===== config.mk =====
export PLATFORM = sky130hd
export DESIGN_NAME = rps_match_ctrl
export DESIGN_NICKNAME = d
export VERILOG_FILES = /design/src/rtl/rps_match_ctrl.sv
export SDC_FILE = /design/constraint.sdc
export NUM_CORES = 1
export LEC_CHECK = 0
export BUFFER_PORTS_ARGS = -buffer_cell sky130_fd_sc_hd__buf_2
export CAP_MARGIN = 5
export CORE_MARGIN = 2
export CORE_UTILIZATION = 35
export DETAILED_ROUTE_END_ITERATION = 8
export MAX_ROUTING_LAYER = met4
export PLACE_DENSITY = 0.66
export SYNTH_ARGS = -nofsm -noshare
export SYNTH_HDL_FRONTEND = slang
export SYNTH_SLANG_ARGS = --single-unit

===== constraint.sdc =====
create_clock -name clk -period 2 [get_ports clk]
set_input_delay 0.1 -clock clk [delete_from_list [all_inputs] [get_ports clk]]
set_output_delay 0.1 -clock clk [all_outputs]
set_load 0.05 [all_outputs]

===== src/rtl/rps_match_ctrl.sv =====
// Best-of-N rock-paper-scissors match controller: collects two one-hot throws,
// judges the round, keeps score. Optional forfeit timeout enabled by RPS_TIMEOUT_EN.
module rps_match_ctrl #(
    parameter int SCORE_W   = 4,
    parameter int WIN_SCORE = 10,
    parameter int TIMEOUT   = 1000
) (
    input  logic               clk,
    input  logic               rst,
    input  logic               new_match,
    input  logic [2:0]         choice1,
    input  logic               commit1,
    input  logic [2:0]         choice2,
    input  logic               commit2,
    output logic [1:0]         result,
    output logic               result_valid,
    output logic [SCORE_W-1:0] score1,
    output logic [SCORE_W-1:0] score2,
    output logic               locked1,
    output logic               locked2,
    output logic               match_over,
    output logic [1:0]         winner,
    output logic               forfeit
);

    if (WIN_SCORE < 1 || WIN_SCORE > (1 << SCORE_W) - 1 || TIMEOUT < 1) begin : g_bad_params
        $error("rps_match_ctrl: WIN_SCORE must fit in SCORE_W bits and TIMEOUT must be positive");
    end

    typedef enum logic [1:0] {COLLECT, JUDGE, OVER} state_t;

    state_t             state, state_n;
    logic [2:0]         throw1, throw1_n, throw2, throw2_n;
    logic               locked1_n, locked2_n, result_valid_n, match_over_n;
    logic [1:0]         result_n, winner_n, round_win;
    logic [SCORE_W-1:0] score1_n, score2_n;

    function automatic logic one_hot(input logic [2:0] c);
        return (c == 3'b001) || (c == 3'b010) || (c == 3'b100);
    endfunction

`ifdef RPS_TIMEOUT_EN
    localparam int CNT_W = $clog2(TIMEOUT + 1);
    logic [CNT_W-1:0] cnt, cnt_n;
    logic             fft, fft_n, forfeit_n;
`endif

    // Bit 0 = rock, bit 1 = paper, bit 2 = scissors; a forfeit round goes to the locked player.
    always_comb begin
        round_win[0] = (throw1[0] & throw2[2]) | (throw1[1] & throw2[0]) | (throw1[2] & throw2[1]);
        round_win[1] = (throw2[0] & throw1[2]) | (throw2[1] & throw1[0]) | (throw2[2] & throw1[1]);
`ifdef RPS_TIMEOUT_EN
        if (fft) begin
            round_win = locked1 ? 2'b01 : 2'b10;
        end
`endif
    end

    always_comb begin
        state_n        = state;
        throw1_n       = throw1;
        throw2_n       = throw2;
        locked1_n      = locked1;
        locked2_n      = locked2;
        result_n       = result;
        result_valid_n = 1'b0;
        score1_n       = score1;
        score2_n       = score2;
        match_over_n   = match_over;
        winner_n       = winner;
`ifdef RPS_TIMEOUT_EN
        cnt_n          = cnt;
        fft_n          = fft;
        forfeit_n      = 1'b0;
`endif
        if (new_match) begin
            state_n      = COLLECT;
            throw1_n     = '0;
            throw2_n     = '0;
            locked1_n    = 1'b0;
            locked2_n    = 1'b0;
            result_n     = '0;
            score1_n     = '0;
            score2_n     = '0;
            match_over_n = 1'b0;
            winner_n     = '0;
`ifdef RPS_TIMEOUT_EN
            cnt_n        = '0;
            fft_n        = 1'b0;
`endif
        end else begin
            case (state)
                COLLECT: begin
                    if (commit1 && !locked1 && one_hot(choice1)) begin
                        throw1_n  = choice1;
                        locked1_n = 1'b1;
                    end
                    if (commit2 && !locked2 && one_hot(choice2)) begin
                        throw2_n  = choice2;
                        locked2_n = 1'b1;
                    end
                    if (locked1_n && locked2_n) begin
                        state_n = JUDGE;
`ifdef RPS_TIMEOUT_EN
                        cnt_n   = '0;
`endif
                    end
`ifdef RPS_TIMEOUT_EN
                    // Counting starts on the edge that locks the first player.
                    else if (locked1_n ^ locked2_n) begin
                        cnt_n = cnt + CNT_W'(1);
                        if (cnt_n == CNT_W'(TIMEOUT)) begin
                            state_n = JUDGE;
                            fft_n   = 1'b1;
                            cnt_n   = '0;
                        end
                    end else begin
                        cnt_n = '0;
                    end
`endif
                end
                JUDGE: begin
                    result_n       = round_win;
                    result_valid_n = 1'b1;
                    locked1_n      = 1'b0;
                    locked2_n      = 1'b0;
                    throw1_n       = '0;
                    throw2_n       = '0;
                    state_n        = COLLECT;
                    if (round_win == 2'b01) begin
                        score1_n = score1 + SCORE_W'(1);
                        if (score1_n == SCORE_W'(WIN_SCORE)) begin
                            state_n      = OVER;
                            match_over_n = 1'b1;
                            winner_n     = 2'b01;
                        end
                    end else if (round_win == 2'b10) begin
                        score2_n = score2 + SCORE_W'(1);
                        if (score2_n == SCORE_W'(WIN_SCORE)) begin
                            state_n      = OVER;
                            match_over_n = 1'b1;
                            winner_n     = 2'b10;
                        end
                    end
`ifdef RPS_TIMEOUT_EN
                    forfeit_n = fft;
                    fft_n     = 1'b0;
                    cnt_n     = '0;
`endif
                end
                OVER: begin
                end
                default: state_n = COLLECT;
            endcase
        end
    end

    always_ff @(posedge clk or negedge rst) begin
        if (!rst) begin
            state        <= COLLECT;
            throw1       <= '0;
            throw2       <= '0;
            locked1      <= 1'b0;
            locked2      <= 1'b0;
            result       <= '0;
            result_valid <= 1'b0;
            score1       <= '0;
            score2       <= '0;
            match_over   <= 1'b0;
            winner       <= '0;
        end else begin
            state        <= state_n;
            throw1       <= throw1_n;
            throw2       <= throw2_n;
            locked1      <= locked1_n;
            locked2      <= locked2_n;
            result       <= result_n;
            result_valid <= result_valid_n;
            score1       <= score1_n;
            score2       <= score2_n;
            match_over   <= match_over_n;
            winner       <= winner_n;
        end
    end

`ifdef RPS_TIMEOUT_EN
    always_ff @(posedge clk or negedge rst) begin
        if (!rst) begin
            cnt     <= '0;
            fft     <= 1'b0;
            forfeit <= 1'b0;
        end else begin
            cnt     <= cnt_n;
            fft     <= fft_n;
            forfeit <= forfeit_n;
        end
    end
`else
    assign forfeit = 1'b0;
`endif

endmodule

==> results of run 1 <==
==> layout make-up <==
class | instances | area, um^2 | area share (%)
Timing Repair Buffer | 28 | 148 | 8.77
Clock buffer | 4 | 55.1 | 3.27
Tap cell | 50 | 62.6 | 3.71
Sequential cell | 24 | 601 | 35.7
Inverter | 7 | 26.3 | 1.56
Multi-Input combinational cell | 113 | 792 | 47.0
==> kinds of logic after synthesis <==
kind of cell,Yosys count
buffers and inverters,17
DFF,24
and+or+nand+nor,53
xor gates and xnor gates,7
AOI/OAI and AO/OA,48
adders and majority gates,4
other,1
==> per-layer routing <==
layer	routed length (um)	up-vias	GRT usage, %
li1	-	604	-
met1	1540	568	19.2
met2	1500	20	21.8
met3	81	2	2.18
met4	33	0	5.23
met5	0	-	-
==> sequential cells by signal, indices dropped and copies added (netlist names) <==
| register | count |
|---|---|
| score2 | 4 |
| locked1 | 1 |
| throw2 | 3 |
| result | 2 |
| winner | 2 |
| state | 2 |
| throw1 | 3 |
| match_over | 1 |
| score1 | 4 |
| result_valid | 1 |
| locked2 | 1 |
==> critical path: stages, from the launching register on <==
cell and delay [ns]:
dfrtp_1 0.52, nor4bb_4 0.22, o31ai_4 0.35, nand2_1 0.16, a221oi_1 0.29, nor3_1 0.08
==> power groups by stage <==
| stage | Sequential [mW] | Clock (mW) | Combinational [mW] |
|---|---|---|---|
| floorplan | 0.542 | 0 | 0.0965 |
| global placement | 0.536 | 0 | 0.141 |
| detailed placement | 0.536 | 0 | 0.140 |
| CTS | 0.526 | 0.335 | 0.143 |
| global route | 0.530 | 0.360 | 0.156 |
| finish | 0.526 | 0.327 | 0.142 |
==> Yosys cell counts (2+ instances only) <==
cell type / n / area share [%]
a211o_1: 3 / 1.8
a211oi_1: 3 / 1.5
a21oi_1: 7 / 2.4
a221oi_1: 2 / 1.2
a22oi_1: 5 / 2.5
a311oi_1: 2 / 1.2
a32oi_1: 2 / 1.2
and2_1: 3 / 1.3
buf_4: 2 / 1.0
buf_6: 3 / 2.3
clkbuf_1: 3 / 0.76
dfrtp_1: 24 / 40
ha_1: 4 / 3.4
inv_1: 7 / 1.8
nand2_1: 11 / 2.8
nand3_1: 3 / 1.0
nor2_1: 21 / 5.3
nor2b_1: 2 / 0.84
nor3_1: 3 / 1.0
nor4bb_2: 2 / 2.2
o2111a_1: 2 / 1.5
o211ai_1: 2 / 1.0
o21ai_0: 4 / 1.3
o21ai_1: 3 / 1.0
o22ai_2: 2 / 1.7
xnor2_1: 3 / 1.8
xor2_1: 4 / 2.4
==> stage by stage <==
stage / cells / utilization, %
2_1_floorplan: 154 / -
3_3_place_gp: 221 / 39.9
3_5_place_dp: 221 / 39.9
4_1_cts: 226 / 41.5
5_1_grt: 226 / 41.5
6_report: 226 / 41.5
==> path summary, 6_finish.rpt <==
| kind | slack (ns) | end | start | cells past startpoint |
|---|---|---|---|---|
| min in group asynchronous | 0.36 | score2[0]$_DFFE_PN0P_ | rst | 2 |
| setup reg to reg | 0.24 | match_over$_DFFE_PN0P_ | throw1[2]$_DFFE_PN0P_ | 5 |
| hold / removal | 0.12 | throw1[0]$_DFFE_PN0P_ | choice1[0] | 3 |
| setup / recovery | 0.24 | match_over$_DFFE_PN0P_ | throw1[2]$_DFFE_PN0P_ | 5 |
| max in group asynchronous | 1.28 | score1[3]$_DFFE_PN0P_ | rst | 2 |
| hold reg to reg | 0.55 | state[0]$_DFFE_PN0P_ | state[1]$_DFFE_PN0P_ | 1 |
==> metrics.txt, run 1 <==
fin. max-slew vios=0; Max transition margin=63.3%; Yosys Warn Count=0; clock buffer count from CTS=3; CP Capture Type=register; clk buf depth=2; simple-gate share of the synthesized area=19.8%; Die Ht=69.2 um; syn_nets=169; placed cell area=0.00162 mm^2; initial antenna violation count=0; largest net degree at the start of global routing=27; # H-tree levels=1; Worst-Margin Slew=0.551 ns; DR iter-0 viols=49; Horiz. Die Dim=69.2 um; CP Data Arrival Time=1.89 ns; CP required=2.13 ns; ant diodes=0; Synth-to-Final Area Change=13.2%; outcome=finished, final reports clean; final wirelength=3.15 mm; register bit total from synthesis=24; sequential share of the synthesized area=40.4%; worst hold margin=0.122 ns; GPL Wtd Cong=0.806; gr usage total=14.3%; critical path type=register to register; fin crit share=88.1%; Port Buffers=26; clock latency on the worst-skew pair=0.26 ns; largest family of logic cells by synthesized area=compound AO/OA/AOI/OAI gates; Setup TNS=0 ns; clk sink count=24; RSZ-0062 raised after global routing=no; adder-cell share of the synthesized area=3.36%; Reg power frac=52.9%; main flop type after synthesis=dfrtp_1; CTS resizes=0; Setup Buffers After CTS=0; Synth Area in XOR/XNOR=4.12%; internal power=725 uW; Post-Synthesis Cell Area=0.00149 mm^2; most common cell after layout, fill and taps aside=buf_2; combinational share of power=14.3%; Psw=270 uW; HP Class=input pin to register; mux cell area share after synthesis=0%; min Tclk post-route=1.76 ns; Antenna Nets Post-Route=0; vias in the first global route=1127; clk root buf=clkbuf_8; layout net count=192; die area=0.00479 mm^2; syn_area_per_cell=9.66 um^2; Total Power Consumption=995 uW; clock slew at reported path FFs=0.08 ns; post-DP HPWL=2.22 mm; DR WL/cell=14.0 um; max cap viols=0; most frequent cells in the layout=26 x buf_2, 24 x dfrtp_1, 21 x nor2_1; Hold Buf Count CTS=1; finished layout cell area=0.00168 mm^2; Hold Vio Cnt, Final=0; crit start category=register; Sw Ratio=27.1%; crit-path max FO=11; Starting Density=36.7%; share of cells above drive strength 1=22.7%; leakage=0.745 nW; Clk pwr share=32.8%; CTS tree=yes; grt total ovfl=0; Post-synth EDFFs=0; VDD IR max=369 uV; first-pass GRT wire length=5.44 mm; Placement Setup Slack=0.260 ns; site row count=23; asr flop ratio synth=100%; drt via density=5.28; complex-gate fraction of the synthesized area=25.7%; Detailed Routing Iterations Pass 1=4; clk_skew=0.00370 ns; final setup fails=0; Fmax=0.568 GHz; post-synthesis cell count=154; Residual DRC=0; Core Footprint=0.00406 mm^2; Fillers=407; routed vias=1194; IO Count=28; final worst slack=0.238 ns; pwr/cell area=591 mW/mm^2; Netlist cell types=49
(Power assumes the default switching activity.)
==> run 2, diff against run 1 <==
- PLACE_DENSITY: 0.66 -> not set
- PLACE_DENSITY_LB_ADDON: not set -> 0.2
- SETUP_SLACK_MARGIN: not set -> 0.5
==> metrics.txt, run 2 (synthesized netlist as in run 1, its figures left out) <==
outcome=finished, final reports clean; ant diodes=0; critical path type=register to register; vias in the first global route=1255; Residual DRC=0; DR WL/cell=14.2 um; die area=0.00479 mm^2; Hold Vio Cnt, Final=0; Min-Delay Startpoint=choice1[1]; GPL Wtd Cong=0.770; Max transition margin=64.6%; crit-path max FO=6; Reg power frac=47.4%; CP peak stage delay=0.47 ns; CP required=2.14 ns; Worst-Margin Slew=0.532 ns; crit start category=register; Total Power Consumption=1.11 mW; Fmax=0.613 GHz; IO Count=28; clock latency on the worst-skew pair=0.27 ns; gr usage total=15.5%; max cap viols=0; final wirelength=3.29 mm; Reg area=614 um^2; initial antenna violation count=0; DR iter-0 viols=83; largest net degree at the start of global routing=27; routed vias=1224; site row count=23; Clk pwr share=38.2%; clk buf depth=2; Sw Ratio=25.2%; fin. max-slew vios=0; Horiz. Die Dim=69.2 um; largest registers=score1 (4), score2 (4); layout net count=198; grt total ovfl=0; internal power=831 uW; Setup TNS=0 ns; HP Class=input pin to register; multi-input gate area in the final layout=881 um^2; Port Buffers=26; VDD IR max=308 uV; CP Capture Type=register; leakage=0.775 nW; CP Data Arrival Time=1.77 ns; drt via density=5.28; post-DP HPWL=2.37 mm; most common cell after layout, fill and taps aside=buf_2; fin crit share=81.5%; Core Footprint=0.00406 mm^2; # H-tree levels=1; crit path from=throw2[0]$_DFFE_PN0P_; RR Startpoint=throw2[0]$_DFFE_PN0P_; Buf/Inv on CP=1; share of cells above drive strength 1=37.4%; final setup fails=0; most frequent cells in the layout=26 x buf_2, 21 x nor2_1, 13 x dfrtp_1; combinational share of power=14.4%; CTS tree=yes; clk root buf=clkbuf_8; Antenna Nets Post-Route=0; Starting Density=36.7%; Psw=281 uW; Die Ht=69.2 um; CP top delay family=compound AO/OA/AOI/OAI gates; pwr/cell area=595 mW/mm^2; clk_skew=0.00669 ns; min Tclk post-route=1.63 ns; first-pass GRT wire length=5.98 mm; Fillers=390; crit-path cells=buf_6 > nor4bb_4 > o31ai_4 > nand2_2 > a221oi_2 > nor3_1; clock slew at reported path FFs=0.09 ns; clk sink count=24; RSZ-0062 raised after global routing=yes; Synth-to-Final Area Change=25.6%; Critical Path Slowest Stage Cell=dfrtp_2; clock buffer count from CTS=3; Detailed Routing Iterations Pass 1=4
## run 2: cell types whose count changed in the layout (fill, tap and decap cells not counted), sizes merged
| cell | delta |
|---|---|
| buf | +6 |
| clkbuf | -1 |
| bufinv | +1 |
## run 2: final cells by class
class / instances / area share, %
multi-input cells: 113 / 47.2
well taps: 50 / 3.35
clock buffers: 3 / 2.21
repair buffers: 34 / 11.4
inverters: 7 / 1.41
clock inverters: 1 / 1.61
flip-flops and latches: 24 / 32.9
## run 2: metrics by stage
stage                     hold WS (ns)  util (%)  setup WS [ns]  instances  instance area (um^2)
final                            0.103      46.0          0.370        232                  1870
after global routing             0.135      46.0          0.250        232                  1870
after CTS                       0.0978      45.9          0.366        232                  1860
after detailed placement         0.122      41.8          0.216        221                  1700
after global placement           0.119      41.8          0.298        221                  1700
after floorplan                 -0.196         -          0.460        154                  1570
## run 2: what timing repair did
action | 4_1_cts | 5_1_grt
hold buffers | 1 | 0
resized for setup | 11 | 1
pin swaps | 17 | 4
hold endpoints to repair | 24 | 0
setup buffers | 6 | 0
setup endpoints to repair | 12 | 12
## run 2: power by group through the flow
stage / sequential [mW] / combinational [mW] / clock (mW)
2_1_floorplan: 0.542 / 0.103 / 0
3_3_place_gp: 0.535 / 0.143 / 0
3_5_place_dp: 0.537 / 0.144 / 0
4_1_cts: 0.526 / 0.161 / 0.434
5_1_grt: 0.531 / 0.177 / 0.456
6_report: 0.527 / 0.160 / 0.425
## run 2: final timing paths
path                                     endpoint  slack [ns]  cells past startpoint
max                        match_over$_DFFE_PN0P_        0.37                      6
min                         throw1[1]$_DFFE_PN0P_        0.10                      3
max reg2reg                match_over$_DFFE_PN0P_        0.37                      6
min reg2reg                  state[0]$_DFFE_PN0P_        0.52                      1
max in group asynchronous   throw2[1]$_DFFE_PN0P_        1.27                      2
min in group asynchronous  result_valid$_DFF_PN0_        0.33                      2
## run 2: routing by layer
metal	GRT usage, %	wire length [um]	part of all wire, %	vias to the layer above
li1	-	-	-	613
met1	19.9	1500	46	593
met2	25.2	1670	51	14
met3	3.63	97	2.9	4
met4	3.27	30	0.91	0
met5	-	0	0	-
## run 2: worst register-to-register path, cell delays in order (launching register included)
cell and delay [ns]:
dfrtp_2 0.47, buf_6 0.14, nor4bb_4 0.15, o31ai_4 0.30, nand2_2 0.15, a221oi_2 0.23
nor3_1 0.07
==> run 3, diff against run 2 <==
- clock period: 2 -> 1.55 ns (I/O delays scaled with it)
==> metrics.txt, run 3 (synthesized netlist as in run 1, its figures left out) <==
HP Class=input pin to register; clock buffer count from CTS=3; R2R cell count=6; layout net count=218; critical path type=register to register; Core Footprint=0.00406 mm^2; vias in the first global route=1344; crit path from=throw2[0]$_DFFE_PN0P_; CTS tree=yes; RR Endpoint=score2[3]$_DFFE_PN0P_; CP Capture Type=register; Worst-Margin Slew=0.545 ns; Placement Setup Slack=-0.172 ns; outcome=complete, but fails checks; min Tclk post-route=1.66 ns; crit-path max FO=8; final setup fails=11; internal power=1.01 mW; largest net degree at the start of global routing=27; largest registers=score1 (4), score2 (4); Synth-to-Final Area Change=43.7%; Clk pwr share=31.2%; IO Count=28; most common cell after layout, fill and taps aside=buf_4; site row count=23; GPL Wtd Cong=0.891; Starting Density=36.7%; clk sink count=24; most frequent cells in the layout=23 x buf_4, 19 x nor2_1, 16 x buf_2; clock latency on the worst-skew pair=0.27 ns; Psw=403 uW; ant diodes=0; fin. max-slew vios=0; Min-Delay Startpoint=choice1[1]; Die Ht=69.2 um; Port Buffers=26; clk buf depth=2; Detailed Routing Iterations Pass 1=4; Hold Vio Cnt, Final=0; utilization after layout=52.7%; DR iter-0 viols=126; die area=0.00479 mm^2; Sw Ratio=28.5%; # H-tree levels=1; drt via density=5.23; slack of the worst reg-to-reg path=-0.11 ns; Residual DRC=0; hold depth=3; max cap viols=0; DR WL/cell=14.6 um; routed vias=1317; pwr/cell area=662 mW/mm^2; clock slew at reported path FFs=0.09 ns; crit start category=register; hold endpoint=throw1[1]$_DFFE_PN0P_; gr usage total=16.1%; leakage=0.893 nW; grt total ovfl=0; Max transition margin=63.7%; clk root buf=clkbuf_8; final worst slack=-0.109 ns; first-pass GRT wire length=6.19 mm; final wirelength=3.67 mm; combinational share of power=21.3%; clk_skew=0.00763 ns; CP required=1.77 ns; initial antenna violation count=0; share of cells above drive strength 1=53.5%; post-DP HPWL=2.52 mm; Reg power frac=47.5%; Fmax=0.603 GHz; VDD IR max=386 uV; RSZ-0062 raised after global routing=yes; RR Startpoint=throw2[0]$_DFFE_PN0P_; Horiz. Die Dim=69.2 um; violated checks=negative setup slack; Antenna Nets Post-Route=0; CP Data Arrival Time=1.88 ns; fin crit share=107%
run 3: changes by cell type in the layout (fill, tap and decap cells not counted), sizes merged:
cell,change
buf,+19
clkbuf,+2
bufinv,-1
run 3: worst max path at each step:
stage	to	slack, ns	cells past startpoint
finish	score2[3]$_DFFE_PN0P_	-0.11	6
global route	score1[0]$_DFFE_PN0P_	-0.21	6
CTS	score1[1]$_DFFE_PN0P_	-0.09	6
detailed placement	score1[3]$_DFFE_PN0P_	-0.17	6
global placement	state[1]$_DFFE_PN0P_	-0.12	5
floorplan	match_over$_DFFE_PN0P_	0.01	6
run 3: metal layers:
layer  up-vias  GRT usage (%)  routed length (um)
met5         -              -                   0
met1       627           19.0                1680
met3         2           3.63                 120
met4         0           2.61                  18
met2        29           28.6                1850
li1        659              -                   -
run 3: area by class of cell:
class                           instances  area, um^2
Timing Repair Buffer                   54         424
Clock buffer                            4        55.1
Inverter                                7        26.3
Fill cell                             369        1920
Sequential cell                        24         617
Tap cell                               50        62.6
Multi-Input combinational cell        113         953
run 3: through the flow:
step | instance area, um^2 | total power, mW | TNS [ns] | hold WS, ns | instances
after floorplan | 1600 | 0.840 | 0 | -0.218 | 154
after global placement | 1790 | 0.897 | -0.829 | 0.0994 | 230
after detailed placement | 1790 | 0.902 | -1.51 | 0.114 | 230
after CTS | 2020 | 1.39 | -0.652 | 0.0909 | 247
after global routing | 2140 | 1.49 | -1.81 | 0.0978 | 252
final | 2140 | 1.42 | -0.741 | 0.0846 | 252
run 3: power groups by stage:
stage,logic (mW),registers (mW),clock network [mW]
after floorplan,0.139,0.701,0
after global placement,0.211,0.686,0
after detailed placement,0.214,0.688,0
after CTS,0.269,0.671,0.449
after global routing,0.326,0.676,0.484
final,0.302,0.673,0.442
run 3: what timing repair did:
action | in CTS | in global routing
endpoints found under the setup margin | 28 | 33
setup buffers | 12 | 5
gates resized for setup | 31 | 21
endpoints found under the hold margin | 24 | 0
pin swaps | 23 | 9
hold buffers | 1 | 0
run 3: critical path, stage by stage, from the launching register on:
cell and delay, ns:
dfrtp_2 0.47, buf_4 0.16, a211o_1 0.26, o22ai_2 0.16
o21ai_2 0.09, or4_1 0.41, nand2_1 0.07
